File: src/rtl/word_unpacker_hl.sv
// Streams one N-bit word as two N/2-bit halves, high or low half first; zero-bubble between words.
// Optional words_done counter is present only when WORD_UNPACKER_HL_COUNT_EN is defined.
module word_unpacker_hl #(
    parameter int N = 16
) (
    input  logic           clk,
    input  logic           clear,
    input  logic [N-1:0]   in_word,
    input  logic           in_valid,
    output logic           in_ready,
    input  logic           hi_first,
    output logic [N/2-1:0] out_half,
    output logic           out_valid,
    input  logic           out_ready,
    output logic           out_is_high,
    output logic           out_last
`ifdef WORD_UNPACKER_HL_COUNT_EN
    ,
    output logic [15:0]    words_done
`endif
);
    localparam int H = N / 2;

    typedef enum logic [1:0] {IDLE, FIRST, SECOND} state_t;

    state_t         state_q;
    logic [N-1:0]   buf_q;
    logic           ord_q;
    logic [H-1:0]   half_q;
    logic           valid_q;
    logic           is_high_q;
    logic           last_q;

    logic in_hs;
    logic out_hs;

    assign in_ready = (state_q == IDLE) || ((state_q == SECOND) && out_ready);
    assign in_hs    = in_valid && in_ready;
    assign out_hs   = valid_q && out_ready;

    // Outputs are registered alongside the state, so they are stable while stalled.
    always_ff @(posedge clk) begin
        if (clear) begin
            state_q   <= IDLE;
            buf_q     <= '0;
            ord_q     <= 1'b0;
            half_q    <= '0;
            valid_q   <= 1'b0;
            is_high_q <= 1'b0;
            last_q    <= 1'b0;
        end else begin
            case (state_q)
                FIRST: begin
                    if (out_hs) begin
                        state_q   <= SECOND;
                        half_q    <= ord_q ? buf_q[H-1:0] : buf_q[N-1:H];
                        is_high_q <= ~ord_q;
                        last_q    <= 1'b1;
                    end
                end
                IDLE, SECOND: begin
                    if (in_hs) begin
                        state_q   <= FIRST;
                        buf_q     <= in_word;
                        ord_q     <= hi_first;
                        half_q    <= hi_first ? in_word[N-1:H] : in_word[H-1:0];
                        valid_q   <= 1'b1;
                        is_high_q <= hi_first;
                        last_q    <= 1'b0;
                    end else if (state_q == SECOND && out_hs) begin
                        state_q   <= IDLE;
                        half_q    <= '0;
                        valid_q   <= 1'b0;
                        is_high_q <= 1'b0;
                        last_q    <= 1'b0;
                    end
                end
                default: state_q <= IDLE;
            endcase
        end
    end

    assign out_half    = half_q;
    assign out_valid   = valid_q;
    assign out_is_high = is_high_q;
    assign out_last    = last_q;

`ifdef WORD_UNPACKER_HL_COUNT_EN
    logic [15:0] words_done_q;
    logic [15:0] words_done_d;

    assign words_done_d = (state_q == SECOND && out_hs) ? words_done_q + 16'd1 : words_done_q;

    always_ff @(posedge clk) begin
        if (clear) begin
            words_done_q <= '0;
        end else begin
            words_done_q <= words_done_d;
        end
    end

    assign words_done = words_done_q;
`endif

endmodule

File: config.mk
export PLATFORM = sky130hd
export DESIGN_NAME = word_unpacker_hl
export DESIGN_NICKNAME = d
export VERILOG_FILES = /design/src/rtl/word_unpacker_hl.sv
export SDC_FILE = /design/constraint.sdc
export NUM_CORES = 1
export LEC_CHECK = 0
export CAP_MARGIN = 0
export CORE_ASPECT_RATIO = 0.8
export CORE_UTILIZATION = 40
export DETAILED_ROUTE_END_ITERATION = 8
export PLACE_DENSITY = 0.74
export SLEW_MARGIN = 30
export SYNTH_ARGS = -nofsm -noshare
export SYNTH_HDL_FRONTEND = slang
export SYNTH_SLANG_ARGS = --single-unit
File: constraint.sdc
create_clock -name clk -period 1.6 [get_ports clk]
set_clock_uncertainty 0.1 [all_clocks]
set_input_delay 0.32 -clock clk [delete_from_list [all_inputs] [get_ports clk]]
set_output_delay 0.32 -clock clk [all_outputs]
set_load 0.01 [all_outputs]
==> qor.yml <==
yosys:
  synth_cells: 169
  ys_seq_elements: 30
  ys_types: 28
  synth_flop_cell: "dfxtp_1"
  synthXorXnorAreaFrac: 0.0171
  synth_top_area_frac: 0.374
  avgSynthCellArea_um2: 9.50
  synth_fp_nets: 190
  yosysMostFrequentCell: "dfxtp_1"
  synth-seq-area-share: 0.374
  muxShareOfSynthArea: 0.112
  async_flop_share: 0
  syn_area_mm2: 0.00161
  synth_edf_count: 0
  synth_compound_area_frac: 0.311
  synth_top_family_by_area: "compound AO/OA/AOI/OAI gates"
  yosys_warnings: 0
  synthSimpleGateAreaFrac: 0.102
  synthTopCellsByCount: "30 x dfxtp_1, 21 x o21ai_0, 20 x a21oi_1"
  synth_fa_ha_area_frac: 0
  synth_top_area_cell: "dfxtp_1"
  synth_area_leaders: "dfxtp_1 37%, mux2_2 11%, o21ai_0 6.5%"
placement:
  dp_hpwl_um: 2670
  portBuffers: 32
  dp_cells: 259
  gp_congestion: 0.747
setup_path:
  worstPathArrival_ns: 1.58
  cp-start-kind: "flip-flop"
  path_class: "reg2reg"
  worstSetupEndpointType: "flip-flop"
  path_max_fanout: 10
  crit_required_ns: 1.66
floorplanning:
  die-width_um: 72.8
  rows: 20
  start_util: 0.419
  die_area_mm2: 0.00427
  die_h_um: 58.7
  ioPinCount: 33
  core_mm2: 0.00383
cells_and_area:
  finalNetCount: 232
  drive_above_1_share: 0.346
  syn_to_final_growth_pct: 40.4
  fin_cells: 266
  antenna_cells: 0
pwr:
  switchingPower_uw: 529
  p_seq_frac: 0.446
  peakVddDrop_mv: 0.524
  power.density_mw_per_mm2: 834
  swShare: 0.282
  power_mw: 1.88
  clock_power_share: 0.304
  p_int_mw: 1.35
  leakage_nw: 0.871
  pwr-share-comb: 0.250
sta:
  period_needed_ns: 1.52
  worst_slew_pin_slew_ns: 0.429
  rsz0062_at_grt: "false"
  max_slew_margin: 0.713
  setup_viol: 0
  slew_violations: 0
  fmaxAchievable_ghz: 0.660
  final_hold_viol_count: 0
  setup_tns_ns: 0
  fin_crit_sh: 0.948
global_routing:
  antenna_found_initial: 0
  grt_pass1_vias: 1407
  grt_start_max_net_pins: 31
  grt_overflow: 0
  grt_pass1_wl_um: 6760
  grt_util_all_layers: 0.212
detailed_routing:
  vias_per_cell: 5.53
  drc: 0
  routed_wirelength_um: 4220
  drtIter0Drc: 102
  wire_per_inst_um: 15.9
  drt_first_pass_iters: 4
  ant_nets: 0
  num_vias: 1470
worst_hold_path:
  hold_class: "reg2reg"
run:
  cap_violations: 0
cts:
  cts_inserted_buffers: 5
  cts_setup_buffers: 0
  cts-htree-levels: 2
  cts_sinks: 30
  cts_buffer_depth: 2
  clk-insertion-delay-late_ns: 0.29
  clock-root-buffer: "clkbuf_8"
  cts_tree: "yes"
  path_clk_slew_ns: 0.06
status:
  status: "completed"
## repair_timing
item	4_1_cts	5_1_grt
resized for setup	27	9
endpoints found under the setup margin	14	19
hold buffers	0	0
pin swaps	0	3
## worst paths after layout
kind / startpoint / to / slack (ns) / cells past startpoint
setup / recovery: ord_q / out_half[5] / 0.08 / 3
setup reg to reg: ord_q / out_half[5] / 0.08 / 3
hold reg to reg: buf_q[9] / buf_q[9] / 0.37 / 2
hold / removal: buf_q[9] / buf_q[9] / 0.37 / 2
## cell type report
type	instances	area, µm²
clock buffers	7	76.3
fillers	335	1580
multi-input cells	118	970
flip-flops and latches	30	602
well taps	55	68.8
repair buffers	56	537
## cells by family after synthesis
family | after synthesis
buffers and inverters | 21
xor gates and xnor gates | 1
muxes | 16
DFF | 30
AOI/OAI and AO/OA | 71
and+or+nand+nor | 30
## flip-flops by register name (all words and copies together), names as in the netlist
name         flops
buf_q           16
ord_q            1
out_half         8
out_is_high      1
out_last         1
out_valid        1
state_q          2
## routing by layer
layer | global-route usage | wire (µm) | vias up
li1 | - | - | 726
met5 | 0 | 0 | -
met1 | 0.293 | 2000 | 696
met3 | 0.0582 | 218 | 9
met2 | 0.307 | 1920 | 39
met4 | 0.101 | 88 | 0
## power groups by stage
| stage | Clock, mW | Sequential (mW) | Combinational, mW |
|---|---|---|---|
| 2_1_floorplan | 0 | 0.850 | 0.249 |
| 3_3_place_gp | 0 | 0.851 | 0.431 |
| 3_5_place_dp | 0 | 0.850 | 0.438 |
| 4_1_cts | 0.584 | 0.838 | 0.460 |
| 5_1_grt | 0.616 | 0.844 | 0.504 |
| 6_report | 0.571 | 0.838 | 0.470 |
## layout by cell type (no fill, tap or decap), drive strengths merged
cell type,count
clkbuf,7
and2,1
dlymetal6s2s,4
a221oi,9
a311oi,2
a211oi,8
nor3,1
o21ai,22
buf,24
clkdlybuf4s15,1
nor2b,2
nand2,1
nand3b,1
dlygate4sd2,9
clkdlybuf4s50,18
nand2b,4
and3b,1
o21a,1
nand3,17
mux2,16
xor2,1
a21oi,20
nor2,2
a32oi,8
a22o,1
dfxtp,30
## through the flow
stage | setup WS [ns] | utilization | hold slack, ns | cell area, µm²
after floorplan | 0.185 | - | 0.350 | 1610
after global placement | -0.352 | 0.540 | 0.358 | 2070
after detailed placement | -0.375 | 0.540 | 0.366 | 2070
after CTS | 0.00273 | 0.580 | 0.374 | 2220
after global routing | 0.0227 | 0.589 | 0.398 | 2250
final | 0.0838 | 0.589 | 0.374 | 2250
## critical path, stage by stage (launching register included)
cell	delay, ns
dfxtp_1	0.58
mux2_2	0.40
a32oi_2	0.21
a211oi_2	0.10
No activity file was read; power rests on OpenSTA's default activity.
